## config.mk

```make
export PLATFORM = sky130hd
export DESIGN_NAME = mgmt_fan_monitor
export DESIGN_NICKNAME = d
export VERILOG_FILES = /design/src/rtl/mgmt_fan_monitor_pkg.sv /design/src/rtl/mgmt_fan_monitor_channel.sv /design/src/rtl/mgmt_fan_monitor.sv
export SDC_FILE = /design/constraint.sdc
export NUM_CORES = 1
export LEC_CHECK = 0
export ABC_AREA = 1
export CORE_AREA = 3 3 201 203
export DETAILED_ROUTE_END_ITERATION = 10
export DIE_AREA = 0 0 204 206
export PLACE_DENSITY = 0.51
export SLEW_MARGIN = 0
export SYNTH_ARGS = -nofsm -noshare
export SYNTH_HDL_FRONTEND = slang
export SYNTH_SLANG_ARGS = --single-unit
```

## constraint.sdc

```tcl
create_clock -name clk -period 5.04 [get_ports clk]
set_clock_uncertainty 0.15 [all_clocks]
set_input_delay 1.512 -clock clk [delete_from_list [all_inputs] [get_ports clk]]
set_output_delay 1.512 -clock clk [all_outputs]
set_load 0.1 [all_outputs]
```

## src/rtl/mgmt_fan_monitor_pkg.sv

```systemverilog
// Shared types, constants and the RPM scaling helper for the fan monitor.
package mgmt_fan_monitor_pkg;

   typedef logic [15:0] rpm_t;
   typedef logic [15:0] edge_cnt_t;

   localparam rpm_t      RPM_MAX      = 16'hFFFF;
   localparam edge_cnt_t EDGE_CNT_MAX = 16'hFFFF;

   // edges * (60 / ppr) evaluated in 32 bits, clamped to the 16-bit RPM range.
   function automatic rpm_t rpm_scale(input edge_cnt_t edges, input int unsigned ppr);
      logic [31:0] prod;
      prod = {16'd0, edges} * (32'd60 / 32'(ppr));
      if (prod > {16'd0, RPM_MAX}) begin
         return RPM_MAX;
      end else begin
         return prod[15:0];
      end
   endfunction

endpackage

```

## src/rtl/mgmt_fan_monitor_channel.sv

```systemverilog
// One tach channel: 2-flop synchroniser, glitch filter, rising-edge counter
// and the edge count latched at the end of each gate window.
module mgmt_fan_channel
   import mgmt_fan_monitor_pkg::*;
#(
   parameter int unsigned FILTER_LEN = 16
) (
   input  logic      clk,
   input  logic      rst_n,
   input  logic      tach,
   input  logic      win_end,
   output edge_cnt_t edges
);

   logic      sync0_q, sync0_d;
   logic      sync1_q, sync1_d;
   logic      filt_q, filt_d;
   logic      filt_prev_q, filt_prev_d;
   logic [7:0] stable_q, stable_d;
   edge_cnt_t edge_cnt_q, edge_cnt_d;
   edge_cnt_t latched_q, latched_d;

   logic       rise_s;
   logic [8:0] stable_inc_s;

   assign rise_s       = filt_q & ~filt_prev_q;
   assign stable_inc_s = {1'b0, stable_q} + 9'd1;

   // Next-state: synchroniser, filter, edge counter and window latch.
   always_comb begin
      sync0_d     = tach;
      sync1_d     = sync0_q;
      filt_d      = filt_q;
      filt_prev_d = filt_q;
      stable_d    = 8'd0;
      edge_cnt_d  = edge_cnt_q;
      latched_d   = latched_q;

      // The level only follows the input after FILTER_LEN consecutive disagreeing samples.
      if (sync1_q != filt_q) begin
         if (stable_inc_s == 9'(FILTER_LEN)) begin
            filt_d   = ~filt_q;
            stable_d = 8'd0;
         end else begin
            stable_d = stable_inc_s[7:0];
         end
      end else begin
         stable_d = 8'd0;
      end

      // An edge seen on the terminal cycle belongs to the window that is starting.
      if (win_end) begin
         latched_d  = edge_cnt_q;
         edge_cnt_d = {15'd0, rise_s};
      end else if (rise_s && (edge_cnt_q != EDGE_CNT_MAX)) begin
         edge_cnt_d = edge_cnt_q + 16'd1;
      end else begin
         edge_cnt_d = edge_cnt_q;
      end
   end

   // State registers with asynchronous clear.
   always_ff @(posedge clk or negedge rst_n) begin
      if (!rst_n) begin
         sync0_q     <= 1'b0;
         sync1_q     <= 1'b0;
         filt_q      <= 1'b0;
         filt_prev_q <= 1'b0;
         stable_q    <= 8'd0;
         edge_cnt_q  <= 16'd0;
         latched_q   <= 16'd0;
      end else begin
         sync0_q     <= sync0_d;
         sync1_q     <= sync1_d;
         filt_q      <= filt_d;
         filt_prev_q <= filt_prev_d;
         stable_q    <= stable_d;
         edge_cnt_q  <= edge_cnt_d;
         latched_q   <= latched_d;
      end
   end

   assign edges = latched_q;

endmodule

```

## src/rtl/mgmt_fan_monitor.sv

```systemverilog
// N-channel fan tachometer and health monitor: shared gate window, RPM
// scaling, stall detection, sticky low-speed alarms and a level IRQ.
module mgmt_fan_monitor
   import mgmt_fan_monitor_pkg::*;
#(
   parameter int unsigned NUM_FANS       = 2,
   parameter int unsigned WINDOW_CYCLES  = 250000000,
   parameter int unsigned PULSES_PER_REV = 2,
   parameter int unsigned FILTER_LEN     = 16
) (
   input  logic                   clk,
   input  logic                   rst_n,
   input  logic [NUM_FANS-1:0]    tach,
   input  logic [16*NUM_FANS-1:0] min_rpm,
   input  logic [NUM_FANS-1:0]    alarm_clear,
   output logic [16*NUM_FANS-1:0] rpm,
   output logic                   update,
   output logic [NUM_FANS-1:0]    stall,
   output logic [NUM_FANS-1:0]    alarm,
   output logic                   irq
);

   localparam int unsigned      WIN_W    = $clog2(WINDOW_CYCLES);
   localparam logic [WIN_W-1:0] WIN_LAST = WIN_W'(WINDOW_CYCLES - 1);

   logic [WIN_W-1:0]       win_cnt_q, win_cnt_d;
   logic                   pub_q, pub_d;
   logic                   update_q, update_d;
   logic [16*NUM_FANS-1:0] rpm_q, rpm_d;
   logic [NUM_FANS-1:0]    stall_q, stall_d;
   logic [NUM_FANS-1:0]    alarm_q, alarm_d;
   logic                   irq_q, irq_d;

   logic                   win_end_s;
   edge_cnt_t              lat_s    [NUM_FANS];
   rpm_t                   scaled_s [NUM_FANS];
   logic [NUM_FANS-1:0]    alarm_set_s;

   assign win_end_s = (win_cnt_q == WIN_LAST);

   for (genvar i = 0; i < NUM_FANS; i++) begin : g_chan
      mgmt_fan_channel #(
         .FILTER_LEN (FILTER_LEN)
      ) u_chan (
         .clk     (clk),
         .rst_n   (rst_n),
         .tach    (tach[i]),
         .win_end (win_end_s),
         .edges   (lat_s[i])
      );

      assign scaled_s[i]    = rpm_scale(lat_s[i], PULSES_PER_REV);
      // A stall scales to 0 RPM, so any nonzero threshold trips on it.
      assign alarm_set_s[i] = pub_q && (min_rpm[16*i+15:16*i] != 16'd0) &&
                              (scaled_s[i] < min_rpm[16*i+15:16*i]);
   end

   // Next-state: window counter, publish stage, alarm and irq.
   always_comb begin
      win_cnt_d = win_end_s ? {WIN_W{1'b0}} : (win_cnt_q + WIN_W'(1));
      pub_d     = win_end_s;
      update_d  = pub_q;
      rpm_d     = rpm_q;
      stall_d   = stall_q;
      alarm_d   = alarm_set_s | (alarm_q & ~alarm_clear);
      irq_d     = |alarm_q;

      if (pub_q) begin
         for (int unsigned i = 0; i < NUM_FANS; i++) begin
            rpm_d[16*i +: 16] = scaled_s[i];
            stall_d[i]        = (lat_s[i] == 16'd0);
         end
      end else begin
         rpm_d   = rpm_q;
         stall_d = stall_q;
      end
   end

   // Output and control registers with asynchronous clear.
   always_ff @(posedge clk or negedge rst_n) begin
      if (!rst_n) begin
         win_cnt_q <= {WIN_W{1'b0}};
         pub_q     <= 1'b0;
         update_q  <= 1'b0;
         rpm_q     <= {(16*NUM_FANS){1'b0}};
         stall_q   <= {NUM_FANS{1'b0}};
         alarm_q   <= {NUM_FANS{1'b0}};
         irq_q     <= 1'b0;
      end else begin
         win_cnt_q <= win_cnt_d;
         pub_q     <= pub_d;
         update_q  <= update_d;
         rpm_q     <= rpm_d;
         stall_q   <= stall_d;
         alarm_q   <= alarm_d;
         irq_q     <= irq_d;
      end
   end

   assign rpm    = rpm_q;
   assign update = update_q;
   assign stall  = stall_q;
   assign alarm  = alarm_q;
   assign irq    = irq_q;

endmodule

```

Word-level counts from Yosys, hierarchy flattened:

Index checks and enable logic that the tools add are counted.
Widths: inputs -> output; s select.

* add/sub/neg operators: 5
* reductions and logical operators: 15
* mux-type cells: 11
* shifts and indexed selects: 0
* equality and inequality tests: 7
* magnitude comparators: 4
* bitwise operators: 9
* div/mod/pow operators: 0
* $mul: 2

Operator list (count)
* $mux 16: 6
* $gt 21x16->1 const B: 2
* $mul 16x4->20 const B: 2
* $add 16x1->16 const B: 2
* $logic_not 16->1: 2
* $lt 16x16->1: 2
* $mux 8: 4
* $ne 16x16->1 const B: 2
* $reduce_bool 16->1: 2
* $add 28x1->28 const B: 1
* $eq 28x28->1 const B: 1
* $mux 28: 1
* $add 8x1->9 const B: 2
* $eq 9x5->1 const B: 2
* $logic_and 1x1->1: 6
* $not 1->1: 4
* $reduce_and 2->1: 2
* $reduce_bool 2->1: 2
* $and 1x1->1: 2
* $and 2x2->2: 1
* $ne 1x1->1: 2
* $not 2->2: 1
* $or 2x2->2: 1
* $reduce_or 2->1: 1

* input bits: 38
* RAM bits: 0
* output and inout port bits: 38
* register bits: 155
* bits in latches: 0
* memories: 0
* ROM bits: 0
* word-level logic and storage cells: 74

Logic depth before layout (Yosys ltp):

Gate-level depths: netlist of run 1.

* depth after elaboration: 6
* depth in mapped cells: 30
* gate-level depth less buffers: 29

Hierarchy:

A second synthesis of run 1 with hierarchy kept.

* cells, all modules: 1591
* area total of the unflattened synthesis: 12205.5 µm²

By module, submodules not included
* mgmt_fan_monitor: times used 1, seq. area each 1676.6 µm², cells an instance 1047, area an instance 7846.3 µm²
* mgmt_fan_channel: times used 2, seq. area each 1101.1 µm², cells an instance 272, area an instance 2179.6 µm²

Worst setup path before layout of run 1:

OpenSTA, ideal clock, no wires.

* path kind: flip-flop to flip-flop
* start point: register g_chan[1].u_chan.latched_q[3]
* end point: register alarm_q[1] (netlist: alarm[1])
* path buffers: 0
* arrival: 3.942 ns
* required time: 4.825 ns
* clock period less this slack: 4.157 ns
* cell stages (with the launch flop): 23
* library setup time: 0.065 ns
* slack: 0.883 ns
* cell sequence: dfrtp_1 inv_1 fa_1 fa_1 inv_1 ha_1 or2_2 nand3_1 nand2_1 nand2_1 nand3b_1 nand2_1 nand2_1 nor2_1 nand2_1 or2_2 ha_1 a21oi_1 nand3b_1 a21oi_1 nor3_1 nand2_1 nand2_1

RTL lines
* start: declaration: RTL line mgmt_fan_monitor_channel.sv:21 `edge_cnt_t latched_q, latched_d;`
* start signal: assignment: RTL line mgmt_fan_monitor_channel.sv:79 `latched_q <= latched_d;`
* end signal: assignment: RTL line mgmt_fan_monitor.sv:87 `alarm_q <= {NUM_FANS{1'b0}};`
* end signal: assignment: RTL line mgmt_fan_monitor.sv:95 `alarm_q <= alarm_d;`
* end: declaration: RTL line mgmt_fan_monitor.sv:31 `logic [NUM_FANS-1:0] alarm_q, alarm_d;`

==> results.txt, run 1 <==
----------------------------------------------------
[Synthesis]
  Cell taking the most area after synthesis ... dfrtp_1
  Synth top area share ... 0.334
  Post-synth top flop ... dfrtp_1
  Synth top area cells ... dfrtp_1 (33%), nand2_1 (12%), ha_1 (10%)
  Ys Warns ... 0
  Proportion of register bits with asynchronous set or reset after synthesis ... 1.00
  Sequential element share of the synthesized area ... 0.334
  Mapped Cells ... roughly 1.5k
  Flip-flop and latch count after synthesis ... 155
  Number of enable-type register cells in the synthesized netlist ... 0
  Mapped Nets ... 1682
  Post-Synthesis Cell Area ... about 12000 um2
  Synthesized area divided by synthesized cell count ... approximately 7.8 um2
  Most common cell in the netlist ... nand2_1
  Top cells by count, synth ... nand2_1 (385), inv_1 (288), dfrtp_1 (155)
  Distinct cells, synth ... between 40 and 50

[Setup path]
  Launching element type of the critical path ... register
  Crit Path Category ... register to register
  Maximum net fanout on the critical path ... 9
  Data arrival time of the critical path ... 4.82 ns
  Endpoint type of the worst setup path ... register
  Required time worst endpoint ... 5.26 ns

[Placement]
  Count of placed standard cells including taps ... 2070
  Placer congestion estimate ... 0.857
  Detailed Place HPWL ... 20900 um
  Buffers added on ports ... 75
  Placed cell area ... 13000 um2
  Pre-CTS WS ... approximately 0.043 ns

[Global route]
  Global route total overflow ... 0
  Initial antenna violation count ... 0
  Maximum number of pins on one net before global-route repair ... 94
  Via count of the first global-routing pass ... 9705
  Overall global routing resource usage ... 0.135
  Wire length of the first global-routing pass ... 47000 um

[Detailed routing]
  Drt first pass iters ... 5
  Via count of the routed design ... 9276
  Initial DRC count ... 437
  Average detailed-routed wire length per instance ... 12.6 um
  Number of nets with antenna violations after routing ... 0
  Overall routed net length ... 26600 um
  Detailed-route vias per instance ... 4.40
  DRC Markers ... 0

[Timing]
  Time the worst path needs with I/O delays and setup ... ~4.6 ns
  Final hold vios ... 0
  Worst-case headroom to the max-slew limit ... 0.295
  Achievable clock frequency ... around 220 MHz
  Setup TNS ... 0 ns
  Post-route worst setup slack ... 0.443 ns
  Setup-failing EPs final ... 0
  Count of final max-slew check failures ... 0
  Transition time of the tightest slew-check pin ... 1.05 ns
  Share of the clock period used by the worst path ... 0.912
  Worst hold slack ... 0.207 ns

[Final layout]
  Post-route insts no fill ... 2106
  Fraction of layout instances using a drive strength above 1 ... 0.0756
  Final core occ ... 0.352
  Net total in the final layout ... 1769
  Post-route cell area ... ~14000 um2
  Area overhead of the layout relative to synthesis ... 17.2%
  Antenna Diode Count ... 0

[CTS]
  Worst skew pair latency ... 0.43 ns
  Clock-pin slew on the worst setup and hold paths ... 0.06 ns
  Clock root buffer ... clkbuf_16
  Total CTS buffers ... 17
  Clock buffer depth ... 2
  CTS Sinks ... approximately 160
  Number of levels in the clock H-tree ... 4
  CTS Hold Buffers Added ... 0
  CTS tree ... built

[Pwr]
  Worst-case vdd ir drop ... 0.230 mV
  Total power ... 2.62 mW
  Share of total power consumed by net switching ... 0.225
  Ratio of total power to cell area ... 192 nW/um2
  Leak ... 7.15 nW
  Combinational group share of total power ... 0.035
  Net switching power of the design ... 0.589 mW
  Internal power summed over all cells ... 2.03 mW
  Power share of the sequential group ... 0.479
  Clock network power share ... 0.486

[Floorplan]
  Area of the core ... around 39000 um2
  Num ports ... 76
  Cell Rows ... 72
  Die area ... 42000 um2
  Initial Util ... 0.301
  Y dimension of the die ... 206 um
  Die width ... 204 um

[Outcome]
  Status ... complete, no violations

[Min path]
  Class of the tightest hold or removal check ... register to register

[Flow run]
  Total of max-cap violations ... 0

----------------------------------------------------
[final cells by class]
type                       count  area, um2
sequential                   155       3880
inverter                     295       1120
clock buffer                  20        447
tap                          518        648
fill                        4055      25000
clock inverter                11        121
timing repair buffer          88        850
multi-input combinational   1019       6560
[registers in the layout, summed over array words and instances, names as in the netlist, 16 cells and up]
register                  count
g_chan.u_chan.edge_cnt_q     32
g_chan.u_chan.edges          32
rpm                          32
win_cnt_q                    28
g_chan.u_chan.stable_q       16
[worst max-delay path, stage by stage (launching register included)]
cell and delay, ns:
dfrtp_1 0.43, inv_1 0.13, fa_1 0.51, fa_1 0.51
inv_1 0.04, ha_1 0.32, or2_2 0.31, nand3b_1 0.09
nand2_1 0.11, nand2_1 0.12, nand3b_1 0.08, nand2_1 0.07
nand2_1 0.06, nor2_2 0.19, nand2_2 0.15, or2_2 0.33
ha_1 0.30, a21oi_1 0.13, nand3b_1 0.12, a21oi_1 0.06
nor3_1 0.18, nand2_1 0.10, nand2_1 0.06
[cell families after synthesis]
group           synth area share
buf+inv                    0.103
fa+ha+maj                  0.204
compound gates            0.0802
simple gates               0.254
flops                      0.334
xor+xnor                  0.0241
[power by group through the flow]
stage,combinational (mW),clock (mW),sequential [mW]
final,0.0924,1.27,1.25
after global routing,0.108,1.39,1.25
after CTS,0.0961,1.33,1.25
after detailed placement,0.0952,0,1.28
after global placement,0.0944,0,1.28
after floorplan,0.0267,0,1.28
[cell usage in the layout, fill, tap and decap left out, types with 5 or more instances in the layout]
master	n
a211oi_1	14
a21oi_1	60
a31oi_1	14
buf_4	13
clkbuf_16	17
clkdlybuf4s50_1	74
clkinvlp_4	7
dfrtp_1	155
fa_1	58
ha_1	97
inv_1	272
inv_2	19
nand2_1	384
nand2_2	8
nand3_1	45
nand3b_1	8
nand4_1	30
nor2_1	99
nor3_1	27
nor4_1	13
o21ai_0	58
o31ai_1	5
or2_2	26
xnor2_1	6
xor2_1	26
[path summary, 6_finish.rpt]
| check | slack (ns) | startpoint | cells past startpoint | to |
|---|---|---|---|---|
| max in group asynchronous | 2.82 | rst_n | 2 | g_chan[0].u_chan.edges[14]$_DFFE_PN0P_ |
| min reg2reg | 0.21 | g_chan[1].u_chan.sync0_q$_DFF_PN0_ | 0 | g_chan[1].u_chan.sync1_q$_DFF_PN0_ |
| min | 0.21 | g_chan[1].u_chan.sync0_q$_DFF_PN0_ | 0 | g_chan[1].u_chan.sync1_q$_DFF_PN0_ |
| max | 0.44 | g_chan[1].u_chan.edges[2]$_DFFE_PN0P_ | 22 | alarm[1]$_DFF_PN0_ |
| max reg2reg | 0.44 | g_chan[1].u_chan.edges[2]$_DFFE_PN0P_ | 22 | alarm[1]$_DFF_PN0_ |
| min in group asynchronous | 1.03 | rst_n | 1 | win_cnt_q[20]$_DFF_PN0_ |
[timing repair]
action,in CTS,in global routing
setup buffers,0,5
resized for setup,0,22
setup endpoints to repair,0,2
[per-layer routing]
metal,track usage,wire length [um],up-vias
li1,-,-,4855
met1,0.179,13100,4281
met2,0.233,12300,125
met3,0.0265,935,15
met4,0.0268,224,0
met5,0,0,-
Power figures use the tool's default switching activity.
==> run 2, diff against run 1 <==
--- a/config.mk
+++ b/config.mk
@@ -6,10 +6,12 @@
 export NUM_CORES = 1
 export LEC_CHECK = 0
 export ABC_AREA = 1
+export CELL_PAD_IN_SITES_DETAIL_PLACEMENT = 1
+export CELL_PAD_IN_SITES_GLOBAL_PLACEMENT = 1
 export CORE_AREA = 3 3 201 203
 export DETAILED_ROUTE_END_ITERATION = 10
 export DIE_AREA = 0 0 204 206
-export PLACE_DENSITY = 0.51
+export PLACE_DENSITY = 0.62
 export SLEW_MARGIN = 0
 export SYNTH_ARGS = -nofsm -noshare
 export SYNTH_HDL_FRONTEND = slang
==> results.txt, run 2 (synthesis results as in run 1) <==
----------------------------------------------------
[CTS]
  Clock buffer depth ... 2 (unchanged)
  Number of levels in the clock H-tree ... 4 (unchanged)
  CTS Hold Buffers Added ... 0 (unchanged)
  Clock root buffer ... clkbuf_16
  Total CTS buffers ... 17 (unchanged)
  Worst skew pair latency ... 0.44 ns (about the same)
  Clock-pin slew on the worst setup and hold paths ... 0.07 ns (about the same)
  CTS Sinks ... 155 (unchanged)
  CTS tree ... built

[Global route]
  Global route total overflow ... 0 (unchanged)
  Wire length of the first global-routing pass ... 51800 um (+10%)
  Via count of the first global-routing pass ... 10.5k (+7.9%)
  Initial antenna violation count ... 0 (unchanged)
  Overall global routing resource usage ... 0.150 (+0.0147)
  Maximum number of pins on one net before global-route repair ... 74 (-21%)

[Flow run]
  Total of max-cap violations ... 0 (unchanged)

[Setup path]
  Data arrival time of the critical path ... 4.87 ns (+0.05 ns)
  Launching element type of the critical path ... register
  Ordered list of cells on the worst path ... inv_1, fa_1, fa_1, inv_1, ha_1, or2_2, nand3_1, nand2_1, nand2_1, nand3b_1, nand2_1, nand2_1, nor2_2, nand2_2, or2_2, ha_1, a21oi_1, nand3b_1, a21oi_1, nor3_1, nand2_1, nand2_1
  Required time worst endpoint ... 5.26 ns (about the same)
  Endpoint type of the worst setup path ... register
  Slowest CP cell ... fa_1
  Maximum net fanout on the critical path ... 7 (-2)
  Crit Path Category ... register to register
  CP most frequent cell ... nand2_1
  Critical Path Max Stage Delay ... 0.51 ns (about the same)

[Floorplan]
  Area of the core ... 38600 um2 (unchanged)
  Die area ... 42000 um2 (unchanged)
  Die width ... 204 um (unchanged)
  Cell Rows ... 72 (unchanged)
  Num ports ... 76 (unchanged)
  Y dimension of the die ... 206 um (unchanged)
  Initial Util ... 0.301 (unchanged)

[Timing]
  Share of the clock period used by the worst path ... 0.923 (+0.0106)
  Setup TNS ... 0 ns (unchanged)
  Post-route worst setup slack ... 0.389 ns (-0.0533 ns)
  Time the worst path needs with I/O delays and setup ... 4.65 ns (+0.0533 ns)
  Count of final max-slew check failures ... 0 (unchanged)
  Worst-case headroom to the max-slew limit ... 0.294 (-0.00146)
  Transition time of the tightest slew-check pin ... 1.06 ns (+0.00218 ns)
  Final hold vios ... 0 (unchanged)
  Setup-failing EPs final ... 0 (unchanged)
  Achievable clock frequency ... 215 MHz (-1.1%)

[Detailed routing]
  Total length of routed met2 wires ... 14700 um (+19%)
  Number of nets with antenna violations after routing ... 0 (unchanged)
  Initial DRC count ... 388 (-11%)
  Detailed-route vias per instance ... 4.62 (+4.9%)
  Via count of the routed design ... 9742 (+5.0%)
  Drt first pass iters ... 4 (-1)
  Total routed wire length on the met1 layer ... 14100 um (+7.6%)
  Average detailed-routed wire length per instance ... 14.3 um (+13%)
  DRC Markers ... 0 (unchanged)
  Overall routed net length ... 30200 um (+13%)
  Met3 wire length ... 999 um (+6.8%)
  Top sig layer ... met4

[Pwr]
  Internal power summed over all cells ... 1.99 mW (-1.7%)
  Share of total power consumed by net switching ... 0.252 (+0.0270)
  Leak ... 7.18 nW (+0.44%)
  Total power ... 2.66 mW (+1.8%)
  Worst-case vdd ir drop ... 0.241 mV (+4.9%)
  Combinational group share of total power ... 0.035 (about the same)
  Power share of the sequential group ... 0.470 (-0.009)
  Net switching power of the design ... 0.671 mW (+14%)
  Ratio of total power to cell area ... 195 nW/um2 (+1.4%)
  Clock network power share ... 0.495 (+0.009)

[Final layout]
  Net total in the final layout ... 1771 (+0.11%)
  Antenna Diode Count ... 0 (unchanged)
  Leading cell type in the layout, fill and taps excluded ... nand2_1
  Fraction of layout instances using a drive strength above 1 ... 0.0817 (+0.00614)
  Area overhead of the layout relative to synthesis ... 17.7%
  Commonest cells after routing, fill and taps aside ... nand2_1 (384), inv_1 (268), dfrtp_1 (155)

[Placement]
  Pre-CTS WS ... -0.125 ns (-0.168 ns)
  Buffers added on ports ... 75 (unchanged)
  Detailed Place HPWL ... 24000 um (+15%)
  Placer congestion estimate ... 0.826 (-3.6%)

[Outcome]
  Status ... complete, no violations

[Min path]
  Class of the tightest hold or removal check ... register to register

----------------------------------------------------
run 2: changes by cell type in the layout (fill, tap and decap cells not counted), moves of 2 or more:
cell        delta
clkinvlp_4     -4
inv_1          -4
inv_8          +4
inv_2          +3
inv_6          +3
ha_1           -2
ha_2           +2
run 2: repair_timing:
action,in CTS,in global routing
setup buffers,0,6
resized for setup,2,27
endpoints found under the setup margin,1,2
hold endpoints to repair,0,0
cloned,0,0
pin swaps,0,1
run 2: path summary, 6_finish.rpt:
kind	start	end	slack, ns	cells past startpoint
setup / recovery	g_chan[1].u_chan.edges[2]$_DFFE_PN0P_	alarm[1]$_DFF_PN0_	0.39	22
hold / removal	g_chan[1].u_chan.sync0_q$_DFF_PN0_	g_chan[1].u_chan.sync1_q$_DFF_PN0_	0.20	0
setup reg to reg	g_chan[1].u_chan.edges[2]$_DFFE_PN0P_	alarm[1]$_DFF_PN0_	0.39	22
hold reg to reg	g_chan[1].u_chan.sync0_q$_DFF_PN0_	g_chan[1].u_chan.sync1_q$_DFF_PN0_	0.20	0
max in group asynchronous	rst_n	g_chan[0].u_chan.edge_cnt_q[10]$_DFFE_PN0P_	3.00	2
min in group asynchronous	rst_n	win_cnt_q[18]$_DFF_PN0_	0.84	1
run 2: critical path: cells and delay by family, from the launching register on:
kind	cells	cell delay [ns]
flip-flops	1	0.45
buffers and inverters	2	0.18
AO/OA/AOI/OAI	2	0.20
adder cells (fa/ha/maj)	4	1.65
AND/OR/NAND/NOR	14	1.95
run 2: layout make-up:
class | instances | area [um2]
Fill cell | 4701 | 25000
Tap cell | 518 | 648
Inverter | 295 | 1120
Clock buffer | 18 | 429
Clock inverter | 14 | 153
Sequential cell | 155 | 3880
Multi-Input combinational cell | 1019 | 6560
Timing Repair Buffer | 90 | 877
run 2: metal layers:
metal  GRT usage  vias to the layer above
li1            -                     4872
met4      0.0347                        0
met3      0.0274                       26
met2       0.266                      103
met1       0.191                     4741
met5           0                        -
run 2: power by group through the flow:
stage | Combinational [mW] | Clock, mW | Sequential, mW
floorplan | 0.0267 | 0 | 1.28
global placement | 0.0949 | 0 | 1.28
detailed placement | 0.0968 | 0 | 1.28
CTS | 0.0974 | 1.37 | 1.25
global route | 0.107 | 1.42 | 1.25
finish | 0.0932 | 1.32 | 1.25
run 2: metrics by stage:
step                      hold slack [ns]  std cells  utilization  instance area (um2)
after floorplan                     0.181       1489            -                11600
after global placement              0.188       2071        0.337                13000
after CTS                           0.204       2103        0.352                13600
after global routing                0.212       2109        0.354                13700
after detailed placement            0.187       2071        0.337                13000
final                               0.201       2109        0.354                13700
